**config.mk**
```make
export PLATFORM = sky130hd
export DESIGN_NAME = writeback_arbiter
export DESIGN_NICKNAME = d
export VERILOG_FILES = /design/src/rtl/writeback_arbiter.sv
export SDC_FILE = /design/constraint.sdc
export NUM_CORES = 1
export LEC_CHECK = 0
export ABC_AREA = 1
export CAP_MARGIN = 40
export CORE_AREA = 3 3 99 119
export DETAILED_ROUTE_END_ITERATION = 10
export DIE_AREA = 0 0 102 122
export PLACE_DENSITY = 0.8
export SLEW_MARGIN = 15
export SYNTH_ARGS = -nofsm -noshare
export SYNTH_HDL_FRONTEND = slang
export SYNTH_SLANG_ARGS = --single-unit
```
**constraint.sdc**
```tcl
create_clock -name clk_i -period 2.4 [get_ports clk_i]
set_input_delay 0.6 -clock clk_i [delete_from_list [all_inputs] [get_ports clk_i]]
set_output_delay 0.6 -clock clk_i [all_outputs]
set_load 0.1 [all_outputs]
```
**src/rtl/writeback_arbiter.sv**
```systemverilog
// Round-robin writeback arbiter with a registered register-file write port and
// a per-register busy scoreboard for WAW/RAW hazard checks at issue.
module writeback_arbiter #(
  parameter int unsigned NREQ = 3,
  parameter int unsigned XLEN = 32
) (
  input  logic                 clk_i,
  input  logic                 reset_ni,
  input  logic [NREQ-1:0]      req_valid_i,
  input  logic [NREQ*5-1:0]    req_rd_i,
  input  logic [NREQ*XLEN-1:0] req_data_i,
  output logic [NREQ-1:0]      req_ready_o,
  output logic                 rf_we_o,
  output logic [4:0]           rf_rd_o,
  output logic [XLEN-1:0]      rf_wdata_o,
  input  logic                 issue_valid_i,
  input  logic [4:0]           issue_rd_i,
  output logic                 issue_ready_o,
  input  logic [4:0]           rs1_i,
  input  logic [4:0]           rs2_i,
  output logic                 rs1_busy_o,
  output logic                 rs2_busy_o,
  input  logic                 flush_i
);

  localparam int unsigned PtrW = (NREQ > 1) ? $clog2(NREQ) : 1;

  logic [PtrW-1:0] rr_ptr_q, rr_ptr_d;
  logic            rf_we_q, rf_we_d;
  logic [4:0]      rf_rd_q, rf_rd_d;
  logic [XLEN-1:0] rf_wdata_q, rf_wdata_d;
  logic [31:0]     busy_q, busy_d;

  logic            gnt_found;
  logic [PtrW-1:0] gnt_idx;
  logic [PtrW:0]   cand;
  logic [4:0]      gnt_rd;
  logic [XLEN-1:0] gnt_data;
  logic            issue_set;

  // Search upward from rr_ptr, wrapping at NREQ; the one extra bit of cand
  // holds the un-wrapped sum.
  always_comb begin
    gnt_found = 1'b0;
    gnt_idx   = '0;
    cand      = '0;
    for (int unsigned k = 0; k < NREQ; k++) begin
      cand = {1'b0, rr_ptr_q} + (PtrW+1)'(k);
      if (cand >= (PtrW+1)'(NREQ)) begin
        cand = cand - (PtrW+1)'(NREQ);
      end
      if (!gnt_found && req_valid_i[cand[PtrW-1:0]]) begin
        gnt_found = 1'b1;
        gnt_idx   = cand[PtrW-1:0];
      end
    end
  end

  always_comb begin
    req_ready_o = '0;
    if (gnt_found) begin
      req_ready_o[gnt_idx] = 1'b1;
    end
  end

  assign gnt_rd   = req_rd_i[5*gnt_idx +: 5];
  assign gnt_data = req_data_i[XLEN*gnt_idx +: XLEN];

  // A granted requester is always valid, so gnt_found is the handshake.
  always_comb begin
    rr_ptr_d   = rr_ptr_q;
    rf_we_d    = 1'b0;
    rf_rd_d    = rf_rd_q;
    rf_wdata_d = rf_wdata_q;
    if (gnt_found) begin
      rr_ptr_d   = (gnt_idx == PtrW'(NREQ - 1)) ? '0 : gnt_idx + 1'b1;
      rf_we_d    = (gnt_rd != 5'd0);
      rf_rd_d    = gnt_rd;
      rf_wdata_d = gnt_data;
    end
  end

  assign issue_ready_o = !((issue_rd_i != 5'd0) && busy_q[issue_rd_i]);
  assign issue_set     = issue_valid_i && issue_ready_o && (issue_rd_i != 5'd0);

  // Priority: flush over set over clear; x0 never becomes busy.
  always_comb begin
    busy_d = busy_q;
    if (rf_we_q) begin
      busy_d[rf_rd_q] = 1'b0;
    end
    if (issue_set) begin
      busy_d[issue_rd_i] = 1'b1;
    end
    if (flush_i) begin
      busy_d = '0;
    end
    busy_d[0] = 1'b0;
  end

  assign rs1_busy_o = (rs1_i != 5'd0) && busy_q[rs1_i];
  assign rs2_busy_o = (rs2_i != 5'd0) && busy_q[rs2_i];

  always_ff @(posedge clk_i or negedge reset_ni) begin
    if (!reset_ni) begin
      rr_ptr_q   <= '0;
      rf_we_q    <= 1'b0;
      rf_rd_q    <= 5'd0;
      rf_wdata_q <= '0;
      busy_q     <= '0;
    end else begin
      rr_ptr_q   <= rr_ptr_d;
      rf_we_q    <= rf_we_d;
      rf_rd_q    <= rf_rd_d;
      rf_wdata_q <= rf_wdata_d;
      busy_q     <= busy_d;
    end
  end

  assign rf_we_o    = rf_we_q;
  assign rf_rd_o    = rf_rd_q;
  assign rf_wdata_o = rf_wdata_q;

endmodule

```
# Word-level counts from Yosys, hierarchy flattened
# Cells that the tools add are included.
dict set report classes {
  add_sub_neg 6
  mul 1
  magnitude_cmp 14
  eq_ne 1
  shift 2
  mux 33
  bitwise 3
  reduce_logical 17
}
# operator n
set op_table {}
lappend op_table {{$mux 32} 3}
lappend op_table {{$shiftx 96x8->32} 1}
lappend op_table {{$and 32x32->32} 1}
lappend op_table {{$not 32->32} 1}
lappend op_table {{$or 32x32->32} 1}
lappend op_table {{$lt 5x6->1 const B} 4}
lappend op_table {{$reduce_bool 5->1} 4}
lappend op_table {{$bmux 1 s5} 3}
lappend op_table {{$shiftx 15x6->5} 1}
lappend op_table {{$mux 2} 7}
lappend op_table {{$mux 1} 13}
lappend op_table {{$lt 2x3->1 const B} 4}
lappend op_table {{$demux 1 s5} 2}
lappend op_table {{$ge 5x1->1 const B} 2}
lappend op_table {{$logic_and 1x1->1} 10}
lappend op_table {{$bmux 1 s2} 3}
lappend op_table {{$ge 3x2->1 const B} 2}
lappend op_table {{$sub 2x2->2 const B} 3}
lappend op_table {{$mul 3x2->5 const A} 1}
lappend op_table {{$add 2x1->3 const B} 1}
lappend op_table {{$add 2x2->3 const B} 1}
lappend op_table {{$logic_not 1->1} 3}
lappend op_table {{$mux 3} 1}
lappend op_table {{$add 2x1->2 const B} 1}
lappend op_table {{other kinds (4)} 4}
dict set report word_totals {
  regBits 71
  input_bits 133
  out_inout_bits 44
  elab_cells 82
}

# Longest topological paths before layout
dict set report logic_depth {
  ltp_word 16
  depth_mapped 17
  ltp_nobuf 16
}

# Worst setup path after synthesis
# Ideal clock, no wire load.
dict set report synth_timing {
  path_type {input -> output}
  start {input port issue_rd_i[1]}
  end {output port issue_ready_o}
  arrival_ps 4067
  required_time_ps 1800
  path_slack_ps -2267
  cell_stages 6
  n_path_buf 1
  cell_sequence {nand2_1 buf_2 o22ai_1 o21ai_1 nand2_1 nor4_1}
}
dict set report synth_via {
  elab_chain_len 4
  word_cells_on_any_way 5
  cone_classes {2 x mux; 3 x reduce/logical}
}
# item line_no
set synth_lines {}
lappend synth_lines {{from (decl)} 17} ;# input logic [4:0] issue_rd_i,
lappend synth_lines {{$bmux 1 s5} 83} ;# assign issue_ready_o = !((issue_rd_i != 5'd0) && busy_q[issue_rd_i]);
lappend synth_lines {{$mux 1 (implied by the code)} 83}
lappend synth_lines {{$logic_and 1x1->1 *} 83}
lappend synth_lines {{$logic_not 1->1 *} 83}
lappend synth_lines {{to (decl)} 18} ;# output logic issue_ready_o,
# Mark *: on every way between the ends. The rest lies on a longest branch, timed or not. The select of a mux whose other input is x is not followed.

# Final worst setup path
dict set report layout_timing {
  start {register rr_ptr_q[0]}
  end {output port req_ready_o[0]}
}
dict set report layout_via {
  elab_chain_len 16
  word_cells_on_any_way 33
  cone_classes {5 x add/sub; 5 x order compare; 18 x mux; 5 x reduce/logical}
}
# item line_no
set layout_lines {}
lappend layout_lines {{from (decl)} 28} ;# logic [PtrW-1:0] rr_ptr_q, rr_ptr_d;
lappend layout_lines {{from (signal assigned)} 112} ;# rr_ptr_q <= rr_ptr_d;
lappend layout_lines {{branches (longest 15 deep; another with $add 2x1->3)} -}
lappend layout_lines {{$mux 3 *} 61} ;# if (gnt_found) begin
lappend layout_lines {{to (decl)} 12} ;# output logic [NREQ-1:0] req_ready_o,
# Every way passes the cells marked *. The select of a mux whose other input is x is not followed.

==> results.cfg <==
[floorplan]
coreArea_mm2 = 0.0107
initial_core_util_pct = 44.9
io_pins = 177
rows = 41
die_area_mm2 = 0.0124
die_w_um = 102
fp.dieH_um = 122

[timing]
tns_ns = -1.10
tightest_slew_ns = 0.716
max_slew_margin_pct = 52.1
setup_viol = 11
rsz0062_at_grt = yes
slew_viol_final = 0
finalCritPeriodShare_pct = 115
finalHoldViolCount = 0
fmax_mhz = 363
worst_slack_ns = -0.354
period_needed_ns = 2.75
fin_skew_ns = 0.00600

[status]
violations = setup timing
status = finished, violations left

[setup_path]
required_ns = 1.80
critPathKind = flop to primary output
critPathLaunch = rr_ptr_q[0]
critPathCaptureType = primary output
cp-start-kind = flop
cp.arrival_ns = 2.15
path_max_fanout = 6
rr_worst_depth = 15
critical_path.reg2reg.startpoint = rr_ptr_q[0]

[power_and_ir_drop]
ir_drop_uv = 1450
leakage_nw = 3.54
power_density_mw_per_mm2 = 1710

[route]
vias = 6289
drtIter0Drc = 423
drt-total-wl_um = 21200
firstDrtPassIters = 7
drt-wirelength-per-cell_um = 19.3
postRouteAntennaNets = 0
drc = 0
viasPerCell = 5.72

[synth]
synth-seq-area-share_pct = 37.1
syn_nets = 870
ys.warnings.count = 0
yosysUniqueCellTypes = 28
synth-seq-cells = 71
netlist_instances = 733
netlist_area_mm2 = 0.00479
syn_area_per_cell_um2 = 6.53

[clock_network]
cts_tree = yes
cts_hold_repair.buffers = 0
clk_pin_slew_ns = 0.06
cts_buffers = 9
clock_path_buffers = 2
numClockSinks = 71
clk_latency_ns = 0.33
htreeDepth = 3
cts_root_buf = clkbuf_16

[layout]
antenna_cells = 0
post_route_cells_drive_above_1_share_pct = 26.7
area_growth_pct = 68.1
final_cells = 1100
nets = 1103

[place]
globalplace.congestion = 0.986
dp_hpwl_um = 15000
place_inst = 1060
port_buffers = 176

[grt]
gr-usage-all-layers_pct = 31.7
grt_max_degree = 41
grt_overflow = 0
grt_pass1_vias = 6188
antenna_found_initial = 0
grt_pass1_wl_um = 30500

[run]
cap_violations = 0

[worst_hold_path]
hp-class = input port to asynchronous set/reset pin
==> state kept, by name, summed over array words and instances (netlist names) <==
name and flops:
rf_wdata_o 32, busy_q 31, rf_rd_o 5, rf_we_o 1, rr_ptr_q 2
==> critical path, stage by stage (launching register included) <==
cell and delay, ns:
dfrtp_2 0.46, inv_4 0.10, ha_4 0.24, inv_6 0.08
nand2_1 0.06, nand3_2 0.06, nand2_2 0.09, nand3_2 0.13
nand2_2 0.08, nor2_4 0.12, nand2_4 0.09, nor2_4 0.11
buf_12 0.18
==> cells in the mapped netlist <==
library cell,n,area (µm²)
a21boi_0,1,7.51
a21oi_1,85,425
a31oi_1,26,163
a41oi_1,8,70.1
buf_2,8,40.0
buf_4,10,75.1
clkbuf_1,16,60.1
dfrtp_1,71,1780
ha_1,4,50.1
inv_1,63,236
inv_2,8,30.0
nand2_1,154,578
nand2_2,4,25.0
nand2_4,1,11.3
nand3_1,34,170
nand3_2,1,10.0
nand3b_1,1,7.51
nand4_1,1,6.26
nor2_1,143,537
nor2_2,1,6.26
nor2_4,1,11.3
nor3_1,24,120
nor4_1,1,6.26
o211ai_1,3,22.5
o21ai_0,39,195
o21ai_1,9,45.0
o22ai_1,14,87.6
o31ai_1,2,15.0
==> through the flow <==
| stage | hold WS, ns | instance area [µm²] | setup slack (ns) | power (mW) | utilization [%] |
|---|---|---|---|---|---|
| finish | 0.302 | 8050 | -0.354 | 13.7 | 75.4 |
| floorplan | 0.304 | 4940 | -0.629 | 8.09 | - |
| CTS | 0.306 | 7580 | -0.260 | 12.4 | 71.0 |
| detailed placement | 0.544 | 7080 | -0.588 | 10.6 | 66.3 |
| global placement | 0.536 | 7080 | -0.589 | 10.4 | 66.3 |
| global route | 0.343 | 8050 | -0.441 | 14.3 | 75.4 |
==> worst paths after layout <==
check | endpoint | slack (ns)
min in group clk_i | rf_wdata_o[28] | 0.56
worst min-delay path | rf_wdata_o[18] | 0.30
worst max-delay path | req_ready_o[0] | -0.35
worst max register to register | rf_wdata_o[11] | -0.03
worst min register to register | rf_wdata_o[28] | 0.56
max in group asynchronous | rr_ptr_q[0] | 1.43
==> cells by family (layout without fill, tap and decap cells) <==
| family | count (synthesis) | count (layout) | synth area share [%] |
|---|---|---|---|
| buffers and inverters | 105 | 343 | 9.22 |
| adder cells (fa/ha/maj) | 4 | 4 | 1.05 |
| AO/OA/AOI/OAI | 187 | 187 | 21.5 |
| AND/OR/NAND/NOR | 366 | 366 | 31.1 |
| flip-flops | 71 | 71 | 37.1 |
==> placed cells by master (no fill, tap or decap), types with 7 or more instances in the layout <==
cell type and instances:
nand3_1 23, nand2_2 12, buf_12 13, clkdlybuf4s50_1 115, nand2_1 138, a21oi_1 68
nor3_1 18, nand3_2 9, clkbuf_16 12, dlygate4sd2_1 7, inv_2 14, nor2_1 133
o22ai_1 13, a21oi_2 16, dfrtp_1 69, buf_6 9, buf_4 98, a31oi_1 26
inv_1 46, inv_4 8, o21ai_0 25, nand2_4 7, o21ai_1 19
==> final cells by class <==
cell class	instances	area, µm²
multi-input combinational	557	3030
sequential	71	1780
clock inverter	6	67.6
fill	787	2620
clock buffer	10	239
timing repair buffer	256	2470
inverter	71	302
tap	129	161
==> where the power goes <==
group	internal [mW]	switching (mW)
clock network	0.839	0.547
logic	3.39	7.01
registers	1.64	0.303
==> routing by layer <==
| layer | global-route usage [%] | share of wire (%) |
|---|---|---|
| met4 | 16.9 | 5.9 |
| met3 | 6.64 | 8.4 |
| met5 | 0 | 0 |
| met2 | 57.2 | 52 |
| met1 | 34.0 | 34 |
==> timing repair <==
item | 4_1_cts | 5_1_grt
cloned | 3 | 3
buffers inserted | 6 | 13
endpoints found under the setup margin | 41 | 28
resized for setup | 85 | 111
pin swaps | 13 | 41
(Power assumes the default switching activity.)
